## config.mk

```make
export PLATFORM = sky130hd
export DESIGN_NAME = pc_sequencer_flat
export DESIGN_NICKNAME = d
export VERILOG_FILES = /design/src/rtl/pc_sequencer_pkg.sv /design/src/rtl/pc_sequencer_if.sv /design/src/rtl/sat_counter.sv /design/src/rtl/pc_sequencer.sv /design/src/flat_wrapper.sv
export SDC_FILE = /design/constraint.sdc
export NUM_CORES = 1
export LEC_CHECK = 0
export CAP_MARGIN = 20
export CORE_MARGIN = 10
export CORE_UTILIZATION = 41
export CTS_CLUSTER_SIZE = 30
export DETAILED_ROUTE_END_ITERATION = 10
export PLACE_DENSITY_LB_ADDON = 0.08
export REMOVE_ABC_BUFFERS = 1
export SYNTH_ARGS = -nofsm -noshare
export SYNTH_HDL_FRONTEND = slang
export SYNTH_HIERARCHICAL = 1
export SYNTH_SLANG_ARGS = --single-unit
```

## constraint.sdc

```tcl
create_clock -name clk -period 1.85 [get_ports clk]
set_clock_uncertainty 0.05 [all_clocks]
set_input_delay 0.37 -clock clk [delete_from_list [all_inputs] [get_ports clk]]
set_output_delay 0.37 -clock clk [all_outputs]
set_load 0.05 [all_outputs]
```

## src/rtl/pc_sequencer_pkg.sv

```systemverilog
// Shared definitions for the PC sequencer of the 8-bit MIPS datapath.
// State encodings, halt opcode and default widths.
package pc_sequencer_pkg;

    localparam int DEF_WIDTH = 8;
    localparam int DEF_CNT_WIDTH = 16;
    localparam logic [3:0] OP_HALT = 4'hF;

    typedef enum logic [1:0] {
        ST_IDLE = 2'd0,
        ST_RUN  = 2'd1,
        ST_HALT = 2'd2,
        ST_ILL  = 2'd3
    } seq_state_e;

    function automatic logic is_halt(
        input logic [3:0] op,
        input logic [3:0] halt_op
    );
        return op == halt_op;
    endfunction

endpackage

```

## src/rtl/pc_sequencer_if.sv

```systemverilog
// Control/fetch bundle between the PC sequencer and the datapath.
// master = sequencer side, slave = datapath side.
interface pc_sequencer_if #(
    parameter int WIDTH = 8,
    parameter int CNT_WIDTH = 16
);
    logic                 start;
    logic                 stall;
    logic [3:0]           opcode;
    logic [WIDTH-1:0]     next_pc;
    logic [WIDTH-1:0]     pc;
    logic [WIDTH-1:0]     pc_plus1;
    logic                 commit;
    logic                 running;
    logic                 halted;
    logic                 wrapped;
    logic [CNT_WIDTH-1:0] instr_count;

    modport master (
        input  start, stall, opcode, next_pc,
        output pc, pc_plus1, commit, running,
        output halted, wrapped, instr_count
    );

    modport slave (
        output start, stall, opcode, next_pc,
        input  pc, pc_plus1, commit, running,
        input  halted, wrapped, instr_count
    );
endinterface

```

## src/rtl/sat_counter.sv

```systemverilog
// Saturating up-counter with synchronous clear and async active-low reset.
module sat_counter #(
    parameter int CNT_WIDTH = 16
) (
    input  logic                 clk,
    input  logic                 rst_n,
    input  logic                 clr,
    input  logic                 inc,
    output logic [CNT_WIDTH-1:0] count
);

    logic at_max;

    assign at_max = &count;

    always_ff @(posedge clk or negedge rst_n) begin
        if (!rst_n) begin
            count <= '0;
        end else if (clr) begin
            count <= '0;
        end else if (inc && !at_max) begin
            count <= count + CNT_WIDTH'(1);
        end
    end

endmodule

```

## src/rtl/pc_sequencer.sv

```systemverilog
// Program-counter stage: PC register, RUN/HALT control, wrap flag
// and retired-instruction counter.
module pc_sequencer
    import pc_sequencer_pkg::*;
#(
    parameter int         WIDTH       = DEF_WIDTH,
    parameter logic [WIDTH-1:0] RESET_PC = '0,
    parameter logic [3:0] HALT_OPCODE = OP_HALT,
    parameter int         CNT_WIDTH   = DEF_CNT_WIDTH
) (
    input  logic           clk,
    input  logic           rst_n,
    pc_sequencer_if.master bus
);

    seq_state_e       state_q;
    seq_state_e       state_d;
    logic [WIDTH-1:0] pc_q;
    logic             wrap_q;
    logic             load;
    logic             retire;
    logic             commit;

    always_ff @(posedge clk or negedge rst_n) begin
        if (!rst_n) begin
            state_q <= ST_IDLE;
        end else begin
            state_q <= state_d;
        end
    end

    // opcode is only looked at in RUN so X outside RUN cannot leak
    always_comb begin
        state_d = state_q;
        load    = 1'b0;
        retire  = 1'b0;
        commit  = 1'b0;
        unique case (state_q)
            ST_IDLE: begin
                if (bus.start) begin
                    state_d = ST_RUN;
                    load    = 1'b1;
                end
            end
            ST_RUN: begin
                if (!bus.stall) begin
                    retire = 1'b1;
                    if (is_halt(bus.opcode, HALT_OPCODE)) begin
                        state_d = ST_HALT;
                    end else begin
                        commit = 1'b1;
                    end
                end
            end
            ST_HALT: begin
                if (bus.start) begin
                    state_d = ST_RUN;
                    load    = 1'b1;
                end
            end
            default: begin
                state_d = ST_IDLE;
            end
        endcase
    end

    always_ff @(posedge clk or negedge rst_n) begin
        if (!rst_n) begin
            pc_q <= RESET_PC;
        end else if (load) begin
            pc_q <= RESET_PC;
        end else if (commit) begin
            pc_q <= bus.next_pc;
        end
    end

    // Only a sequential step off the top counts as a wrap, not a branch to 0
    always_ff @(posedge clk or negedge rst_n) begin
        if (!rst_n) begin
            wrap_q <= 1'b0;
        end else if (load) begin
            wrap_q <= 1'b0;
        end else if (commit && (&pc_q) && (bus.next_pc == '0)) begin
            wrap_q <= 1'b1;
        end
    end

    sat_counter #(
        .CNT_WIDTH(CNT_WIDTH)
    ) u_cnt (
        .clk   (clk),
        .rst_n (rst_n),
        .clr   (load),
        .inc   (retire),
        .count (bus.instr_count)
    );

    assign bus.pc       = pc_q;
    assign bus.pc_plus1 = pc_q + WIDTH'(1);
    assign bus.commit   = commit;
    assign bus.running  = (state_q == ST_RUN);
    assign bus.halted   = (state_q == ST_HALT);
    assign bus.wrapped  = wrap_q;

endmodule

```

## src/flat_wrapper.sv

```systemverilog
// flat-port wrapper written by rule: the top's interface ports become plain ports
module pc_sequencer_flat import pc_sequencer_pkg::*;
#(
    parameter int         WIDTH       = DEF_WIDTH,
    parameter logic [WIDTH-1:0] RESET_PC = '0,
    parameter logic [3:0] HALT_OPCODE = OP_HALT,
    parameter int         CNT_WIDTH   = DEF_CNT_WIDTH
)
  (clk, rst_n, bus_start, bus_stall, bus_opcode, bus_next_pc, bus_pc, bus_pc_plus1, bus_commit, bus_running, bus_halted, bus_wrapped, bus_instr_count);
  pc_sequencer_if #(.WIDTH(WIDTH), .CNT_WIDTH(CNT_WIDTH)) bus_i ();
  input  logic clk;
  input  logic rst_n;
  input wire logic [$bits(bus_i.start)-1:0] bus_start;
  input wire logic [$bits(bus_i.stall)-1:0] bus_stall;
  input wire logic [$bits(bus_i.opcode)-1:0] bus_opcode;
  input wire logic [$bits(bus_i.next_pc)-1:0] bus_next_pc;
  output wire logic [$bits(bus_i.pc)-1:0] bus_pc;
  output wire logic [$bits(bus_i.pc_plus1)-1:0] bus_pc_plus1;
  output wire logic [$bits(bus_i.commit)-1:0] bus_commit;
  output wire logic [$bits(bus_i.running)-1:0] bus_running;
  output wire logic [$bits(bus_i.halted)-1:0] bus_halted;
  output wire logic [$bits(bus_i.wrapped)-1:0] bus_wrapped;
  output wire logic [$bits(bus_i.instr_count)-1:0] bus_instr_count;
  assign bus_i.start = bus_start;
  assign bus_i.stall = bus_stall;
  assign bus_i.opcode = bus_opcode;
  assign bus_i.next_pc = bus_next_pc;
  assign bus_pc = bus_i.pc;
  assign bus_pc_plus1 = bus_i.pc_plus1;
  assign bus_commit = bus_i.commit;
  assign bus_running = bus_i.running;
  assign bus_halted = bus_i.halted;
  assign bus_wrapped = bus_i.wrapped;
  assign bus_instr_count = bus_i.instr_count;
  pc_sequencer #(.WIDTH(WIDTH), .RESET_PC(RESET_PC), .HALT_OPCODE(HALT_OPCODE), .CNT_WIDTH(CNT_WIDTH)) u_core (.clk(clk), .rst_n(rst_n), .bus(bus_i));
endmodule
```

==> results of run 1 <==
==> cell usage in the layout (no fill, tap or decap), types with 2 or more instances in the layout <==
cell type and instances:
and3_1 2, clkbuf_8 3, and2_1 3, buf_4 51, buf_12 10, mux2i_1 9
inv_2 2, dfrtp_1 27, clkdlybuf4s50_1 14, nand3_1 7, xnor2_2 4, a21oi_1 6
a21oi_2 2, o31ai_1 4, nor3_1 4, nor2b_1 3, xor2_1 2, nand2b_1 4
a31oi_1 3, nor2_1 8, nand2_1 18, or3_1 3, nand4_1 4, and4_4 2
inv_1 12, o21ai_0 5
==> worst max-delay path, cell delays in order (launching register included) <==
cell and delay (ns):
dfrtp_1 0.44, and2_4 0.20, nand4_1 0.14, xnor2_2 0.22, buf_12 0.17
==> worst paths after layout <==
check / start / to / slack [ns] / cells after the start
hold / removal: rst_n / u_core/u_cnt/count[6] / 0.41 / 2
max in group asynchronous: rst_n / u_core/u_cnt/count[10] / 1.07 / 2
min in group clk: u_core/bus.wrapped / u_core/bus.wrapped / 0.46 / 2
setup reg to reg: u_core/state_q[1] / u_core/u_cnt/count[15] / 0.04 / 5
hold reg to reg: u_core/bus.wrapped / u_core/bus.wrapped / 0.46 / 2
setup / recovery: u_core/bus.pc[0] / bus_pc_plus1[5] / -0.006 / 4
==> metal layers <==
layer	up-vias	wire, µm
met4	0	58
met3	6	314
li1	736	-
met1	721	1850
met5	-	0
met2	48	2367
==> flip-flops by register name (all words and copies together) (netlist names) <==
register / cells
u_core/u_cnt/count: 16
u_core/bus.wrapped: 1
u_core/bus.pc: 8
u_core/state_q: 2
==> logic make-up after synthesis <==
family / share of synthesized area, %
buf+inv: 4.054
xor+xnor: 3.895
fa+ha+maj: 1.590
compound gates: 10.97
mux: 7.393
flops: 42.93
simple gates: 29.17
==> power by group through the flow <==
stage	Combinational, mW	Sequential, mW	Clock [mW]
floorplan	0.931	1.29	0
global placement	2.43	0.852	0
detailed placement	2.46	0.862	0
CTS	2.53	0.853	0.351
global route	2.73	0.898	0.393
finish	2.59	0.876	0.341
==> area by class of cell <==
cell class	instances	area [µm²]	area share, %
clock buffers	4	45.04	1.816
inverters	14	52.55	2.119
multi-input cells	121	903.4	36.43
flip-flops and latches	27	675.6	27.25
well taps	48	60.06	2.422
repair buffers	77	743.2	29.97
==> what timing repair did <==
action | CTS | global route
resized for setup | 6 | 12
setup endpoints to repair | 8 | 11
hold buffers | 0 | 0
buffers inserted | 1 | 9
pin swaps | 3 | 11
==> metrics, run 1 <==
I/O pins 52; drt pass-1 iters 4; power share of the sequential group 23.0%; drt total wl approximately 4600 µm; Top Usage Layer GRT met2; Yosys top cell area share 42.93%; WP data arrival between 1 and 1.5 ns; Worst-Margin Slew roughly 0.36 ns; total power approximately 3.8 mW; Netlist cell types 43; Syn Area/Cell between 9 and 10 µm²; # setup viols final 2; Cell Pwr Density 1534 mW/mm²; dpl cell area 0.002288 mm²; Slew headroom roughly 76%; combinational power share between 60% and 70%; P_sw roughly 1.8 mW; number of synthesized flops with an enable pin 0; final setup margin -0.005919 ns; failing checks setup timing; Clock Power Share 9.0%; Ys Warns 6; htree depth 1; GRT Overall Usage about 14%; PortBufs 51; pin count of the biggest net entering global routing 28; Final ANT Viol Nets 0; Die Y 81.96 µm; initial antenna violation count 0; number of global-route vias before repair 1600; Syn Inst Count roughly 170; CTS Buf Count 3; endpoint class of the critical path output pin; Max Root-Sink Buffers 2; TritonCTS clock tree built; worst-skew pair later-pin latency 0.27 ns; clk sinks 27; initial DRC count between 100 and 150; setup slack after placement -0.3753 ns; Critical Path RT approximately 1.4 ns; Post-Syn Area 0.001574 mm²; clock root cell clkbuf_8; Hold Path Class in2async; Crit Path Category reg2out; critical path startpoint category flip-flop; Final Wtd Congestion between 0.8 and 0.9; Layout Cells excl Fill approximately 290; Final #Nets roughly 260; n_diodes 0; met3 Use GR roughly 3.9%; count leader, synth dfrtp_1; Core Box Area approximately 0.0037 mm²; global route total overflow 0; status complete, but fails checks; leak pwr about 1.2 nW; fin util ~67%; top post-synthesis cells by count 27 x dfrtp_1, 18 x nand2_1, 14 x inv_1; met1 Use GR around 16%; RSZ-0062 raised after global routing true; # DRC 0; max_cap viols 0; final instance area 0.002480 mm²; final worst path period share 100.3%; num rows 22; final setup TNS -0.006977 ns; Async S/R FF share, synth 100.0%; sequential area share after synthesis ~43%; post-placement cell count about 280; wire per inst 15.77 µm; clock-pin transition on the worst setup and hold timing paths 0.09 ns; HPWL after DPL roughly 3500 µm; share of post-route cells with drive strength above 1 between 30% and 40%; hold_ws around 0.41 ns; Final Hold Fails 0; VDD IR max between 1000 and 1500 µV; Pint about 2.0 mW; DIE AREA 0.006717 mm²; area growth from synthesis to layout 57.55%; FMAX roughly 540 MHz; fin. max-slew vios 0; switching share of power a little under half; main flop type after synthesis dfrtp_1; minimum clock period 1.856 ns; FF+latch count, synth 27; met2 GRT Util 24.84%; global-route wire length before repair 7452 µm; Area contributors post-synth dfrtp_1 43%, mux2i_1 5.7%, nand2_1 4.3%; crit-path max FO 3; vias per inst about 5.2; Via Count roughly 1500; Synth area leader dfrtp_1; fill count roughly 310; Die Wd between 80 and 90 µm; starting density of the core a little over two fifths
No activity file was read; power rests on OpenSTA's default activity.
==> run 2, diff against run 1 <==
Settings changed: CORE_MARGIN 10 to 3, CORE_UTILIZATION 41 to 46.
Clock period 1.85 ns to 1.8 ns, I/O delays scaled along.
==> run 2 against run 1 <==
Net effect: the run still ends with setup timing left; sequential share of layout area is 1.7 points lower; via count rose by 4.0%; wire length hardly changed; clock-buffer cell count shrank 1; non-clock buffer count rose by 4; first-iteration DRC count fell by 6.4%; register-to-register slack worse by 0.07 ns; sequential cell count unchanged; critical path type unchanged; critical endpoint unchanged; largest power group unchanged.
==> metrics, run 2 (synthesis results as in run 1) <==
status complete, but fails checks; failing checks setup timing; Critical Path RT 1.39 ns (-0.04 ns); Final Hold Fails 0 (unchanged); Met1 Wirelength 1768 µm (-4.4%); global-route wire length before repair 7314 µm (-1.9%); CTS Buf Count 3 (unchanged); Cell Pwr Density 1511 mW/mm² (-1.5%); fin util 84.01% (+17 points); final setup margin -0.1106 ns (-0.1047 ns); number of global-route vias before repair 1571 (-1.8%); max_cap viols 0 (unchanged); Max Root-Sink Buffers 2 (unchanged); pin count of the biggest net entering global routing 28 (unchanged); FF-to-FF Start u_core/state_q[1]; worst-skew pair later-pin latency 0.32 ns (+0.05 ns); I/O pins 52 (unchanged); drt total wl 4588 µm (about the same); routed length on met2 2556 µm (+8.0%); crit-path max FO 3 (unchanged); Final ANT Viol Nets 0 (unchanged); num rows 20 (-9.1%); endpoint class of the critical path output pin; Largest Register u_core/u_cnt/count; final worst path period share 106.1%; PortBufs 51 (unchanged); starting density of the core 49.92% (+7.2 points); metal3 WL 185 µm (-41%); critical path startpoint category flip-flop; Reg2Reg Depth 5 (unchanged); area growth from synthesis to layout 68.28%; initial DRC count 102 (-6.4%); Die Wd 64.50 µm (-21%); WP data arrival 1.50 ns (+0.06 ns); leak pwr 1.293 nW (+7.8%); Hold Path Class in2async; initial antenna violation count 0 (unchanged); global route total overflow 0 (unchanged); Slew headroom 76.35% (+0.65 points); share of post-route cells with drive strength above 1 44.13% (+6.3 points); clk sinks 27 (unchanged); clock-pin transition on the worst setup and hold timing paths 0.16 ns (+0.07 ns); minimum clock period between 1.5 and 2 ns; # DRC 0 (unchanged); DIE AREA 0.004160 mm² (-38%); Via Count 1572 (+4.0%); FMAX 523.4 MHz; highest metal used met4; most common cell after layout, fill and taps aside buf_4; max reg flops 16 (unchanged); RSZ-0062 raised after global routing true; r2r setup slk -0.03 ns (-0.07 ns); Die Y 64.50 µm (-21%); Core Box Area 0.003153 mm² (-15%); Final Wtd Congestion 0.8336 (+2.1%); n_diodes 0 (unchanged); drt pass-1 iters 4 (unchanged); HPWL after DPL 3152 µm (-9.5%); # setup viols final 8 (+6); GRT Overall Usage 22.14% (+8.1 points); wire per inst 15.77 µm (about the same); Worst-Margin Slew 0.3547 ns (-0.006735 ns); fin. max-slew vios 0 (unchanged); clock root cell clkbuf_4; VDD IR max 1534 µV (+25%); vias per inst 5.402 (+4.0%); TritonCTS clock tree built; reg-to-reg endpoint u_core/u_cnt/count[15]; hold_ws 0.3345 ns (-0.07963 ns); Crit Path Category reg2out; htree depth 1 (unchanged); Final #Nets 266 (+1.5%); most frequent cells in the layout 52 x buf_4, 27 x dfrtp_1, 15 x nand2_1
[run 2: changes by cell type in the layout (fill, tap and decap cells not counted), sizes merged]
cell and change:
buf +4, clkbuf -1, clkinv +1
[run 2: final cells by class]
type	count	area, µm²
Inverter	14	52.55
Clock inverter	1	5.005
Multi-Input combinational cell	121	1036
Sequential cell	27	675.6
Tap cell	44	55.05
Timing Repair Buffer	81	802.0
Fill cell	191	504.2
Clock buffer	3	22.52
[run 2: how the worst max path moves through the flow]
stage	startpoint	endpoint	slack (ns)	cells after the start
final	u_core/bus.pc[0]	bus_pc_plus1[5]	-0.11	4
after global routing	u_core/bus.pc[0]	bus_pc_plus1[5]	-0.20	4
after CTS	u_core/bus.pc[1]	bus_pc_plus1[5]	-0.07	4
after detailed placement	bus_stall	u_core/u_cnt/count[15]	-0.41	6
after global placement	bus_stall	u_core/u_cnt/count[15]	-0.35	6
after floorplan	u_core/bus.pc[2]	bus_pc_plus1[7]	-0.57	3
[run 2: layer usage]
layer,GRT usage (%),vias up
li1,-,750
met1,26.72,772
met2,39.95,41
met3,3.120,9
met4,7.916,0
met5,0,-
[run 2: power breakdown]
part | internal (mW) | total [mW] | switching [mW]
Combinational | 1.23 | 2.82 | 1.60
Sequential | 0.739 | 0.906 | 0.167
Clock | 0.0834 | 0.274 | 0.191
Total | 2.05 | 4.00 | 1.95
[run 2: metrics by stage]
stage / worst slack, ns / instance area, µm² / power (mW) / setup TNS [ns] / std cells
floorplan: -0.5725 / 1563 / 2.284 / -3.197 / 162
global placement: -0.3520 / 2311 / 3.333 / -2.974 / 275
detailed placement: -0.4094 / 2311 / 3.380 / -3.553 / 275
CTS: -0.07497 / 2429 / 3.810 / -0.2655 / 283
global route: -0.1974 / 2649 / 4.193 / -1.305 / 291
finish: -0.1106 / 2649 / 4.003 / -0.4964 / 291
[run 2: repair_timing]
item                       in CTS  in global routing
pin swaps                       6                 19
setup buffers                   4                  8
setup endpoints to repair       9                 16
hold buffers                    0                  0
hold endpoints to repair        0                  0
gates resized for setup        13                 27
[run 2: critical path: stages, from the launching register on]
cell     delay [ns]
dfrtp_1        0.44
and2_4         0.20
nand4_1        0.16
xnor2_2        0.21
buf_12         0.16
==> run 3, diff against run 2 <==
Settings changed: SYNTH_HIERARCHICAL 1 to not set.
==> run 3 against run 2 <==
Net effect: the run still ends with setup timing left; global-route usage is 6.2 points higher; via count is 26% higher; die area is 0.57% higher; core utilization is 5.7 points higher; critical path type unchanged; critical endpoint is now bus_pc_plus1[6]; largest power group unchanged.
==> metrics, run 3 <==
max_cap viols 0 (unchanged); failing checks setup timing; Worst-Margin Slew 0.4263 ns (+0.07159 ns); area growth from synthesis to layout 79.94%; clock root cell clkbuf_4; global route total overflow 0 (unchanged); Async S/R FF share, synth 100.0% (unchanged); Max Root-Sink Buffers 2 (unchanged); minimum clock period 2.035 ns (+0.1249 ns); Synth area leader dfrtp_1; CP max-delay cell dfrtp_1; FF+latch count, synth 27 (unchanged); drt pass-1 iters 4 (unchanged); Critical Path Sink bus_pc_plus1[6]; Syn Inst Count 165 (unchanged); GRT Overall Usage 28.37% (+6.2 points); Cell Pwr Density 1468 mW/mm² (-2.9%); dpl cell area 0.002480 mm² (+7.3%); Reg2Reg Depth 7 (+2); Post-Syn Area 0.001584 mm² (+0.64%); I/O pins 52 (unchanged); Core Box Area 0.003178 mm² (+0.79%); crit-path max FO 4 (+1); drt total wl 6567 µm (+43%); number of synthesized flops with an enable pin 0 (unchanged); Final #Nets 289 (+8.6%); multi-input logic area 0.001012 mm² (-2.3%); most frequent cells in the layout 72 x buf_4, 27 x dfrtp_1, 21 x nand2_1; fill count 131 (-31%); Area contributors post-synth dfrtp_1 43%, nand2_1 5.2%, a221o_1 5.1%; pin count of the biggest net entering global routing 28 (unchanged); wire per inst 20.91 µm (+33%); HPWL after DPL 3786 µm (+20%); n_diodes 0 (unchanged); Yosys top cell area share 42.65% (-0.27 points); Largest Register u_core.u_cnt.count; number of global-route vias before repair 1849 (+18%); register area 675.6 µm² (unchanged); origin of the worst setup path u_core.bus.pc[0]; Syn Area/Cell 9.600 µm² (+0.64%); Stages on worst setup path 5 (+1); worst-skew pair later-pin latency 0.35 ns (+0.03 ns); DIE AREA 0.004184 mm² (+0.57%); fin util 89.69% (+5.7 points); TritonCTS clock tree built; hold buffers post-CTS 0 (unchanged); clock-pin transition on the worst setup and hold timing paths 0.17 ns (about the same); RSZ-0062 raised after global routing true; global-route wire length before repair 9266 µm (+27%); VDD IR max 1110 µV (-28%); status complete, but fails checks; Via Count 1986 (+26%); Slew headroom 71.32% (-5.0 points); final setup margin -0.2355 ns (-0.1249 ns); initial antenna violation count 0 (unchanged); top post-synthesis cells by count 27 x dfrtp_1, 22 x nand2_1, 12 x nor2_1; clk sinks 27 (unchanged); FMAX 491.3 MHz (-6.1%); fin. max-slew vios 0 (unchanged); Final Wtd Congestion 0.8958 (+7.5%); Final Hold Fails 0 (unchanged); endpoint class of the critical path output pin; crit-path max cell delay 0.44 ns (about the same); Ys Warns 0 (-6); reg-to-reg endpoint u_core.u_cnt.count[6]; # setup viols final 20 (+12); PortBufs 51 (unchanged); Final ANT Viol Nets 0 (unchanged); Crit path max-delay family flip-flops; htree depth 1 (unchanged); Hold Path Class in2async; crit path buf inv count 1 (unchanged); leak pwr 1.352 nW (+4.6%); crit-path cells ha_2, nand2_2, nor2_4, xor2_2, buf_12; count leader, synth dfrtp_1; Crit Path Category reg2out; final worst path period share 113.1% (+6.9 points); Die Wd 64.68 µm (+0.29%); critical path startpoint category flip-flop; CTS Buf Count 3 (unchanged); max reg flops 16 (unchanged); # DRC 0 (unchanged); starting density of the core 49.84% (-0.078 points); Netlist cell types 42 (-2.3%); final instance area 0.002850 mm² (+7.6%); sequential area share after synthesis 42.65% (-0.27 points); r2r setup slk -0.17 ns (-0.14 ns); WP data arrival 1.63 ns (+0.13 ns); share of post-route cells with drive strength above 1 47.04% (+2.9 points); vias per inst 6.325 (+17%); main flop type after synthesis dfrtp_1; initial DRC count 332 (+230%); FF-to-FF Start u_core.u_cnt.count[0]; Die Y 64.68 µm (+0.29%); most common cell after layout, fill and taps aside buf_4; Critical Path RT 1.39 ns (about the same); num rows 20 (unchanged)
-- run 3: changes by cell type after synthesis, moves of 4 or more --
cell	previous run	this run
or3_1	4	0
a221o_1	0	8
nor2_1	8	12
nor4_1	1	5
inv_1	14	2
mux2i_1	9	2
a21oi_1	8	1
nand2_1	18	22
-- run 3: kinds of logic after synthesis --
| kind of cell | synth area share, % |
|---|---|
| adder cells (fa/ha/maj) | 1.580 |
| AO/OA/AOI/OAI | 13.98 |
| AND/OR/NAND/NOR | 32.31 |
| multiplexers | 1.975 |
| buffers and inverters | 3.633 |
| flip-flops | 42.65 |
| XOR/XNOR | 3.871 |
-- run 3: final cells by class --
cell class / count / area share, %
timing repair buffer: 107 / 37.62
multi-input combinational: 130 / 35.51
sequential: 27 / 23.71
tap: 44 / 1.932
clock buffer: 3 / 0.7902
inverter: 2 / 0.2634
clock inverter: 1 / 0.1756
-- run 3: where the power goes --
part           switching [mW]  internal, mW  total [mW]
logic                    1.72          1.26        2.98
clock network           0.210        0.0838       0.293
registers               0.167         0.745       0.912
total                    2.10          2.09        4.18
-- run 3: worst min-delay path by stage --
stage	from	to	slack (ns)	cells after the start
global route	rst_n	u_core.u_cnt.count[9]	0.35	2
CTS	rst_n	u_core.u_cnt.count[7]	0.34	2
global placement	u_core.bus.wrapped	u_core.bus.wrapped	0.44	2
finish	rst_n	u_core.u_cnt.count[7]	0.33	2
detailed placement	u_core.bus.wrapped	u_core.bus.wrapped	0.45	2
floorplan	rst_n	u_core.bus.pc[0]	0.01	0
-- run 3: what timing repair did --
item | in CTS | in global routing
endpoints found under the setup margin | 22 | 19
cloned | 1 | 1
pin swaps | 10 | 16
buffers inserted | 12 | 8
resized for setup | 20 | 14
-- run 3: routing by layer --
metal	track usage [%]	vias up	wire length (µm)
li1	-	839	-
met1	35.55	957	2349
met2	51.93	155	3352
met3	2.600	35	609
met4	7.652	0	256
met5	0	-	0
-- run 3: metrics by stage --
stage	setup TNS, ns	hold slack (ns)	std cells	total power, mW	worst slack (ns)
after floorplan	-14.63	0.01441	157	2.241	-0.7086
after global placement	-2.017	0.4415	288	3.379	-0.1670
after detailed placement	-3.558	0.4491	288	3.441	-0.2452
after CTS	-0.6895	0.3409	305	3.959	-0.1767
after global routing	-3.489	0.3516	314	4.327	-0.3014
final	-2.491	0.3294	314	4.184	-0.2355
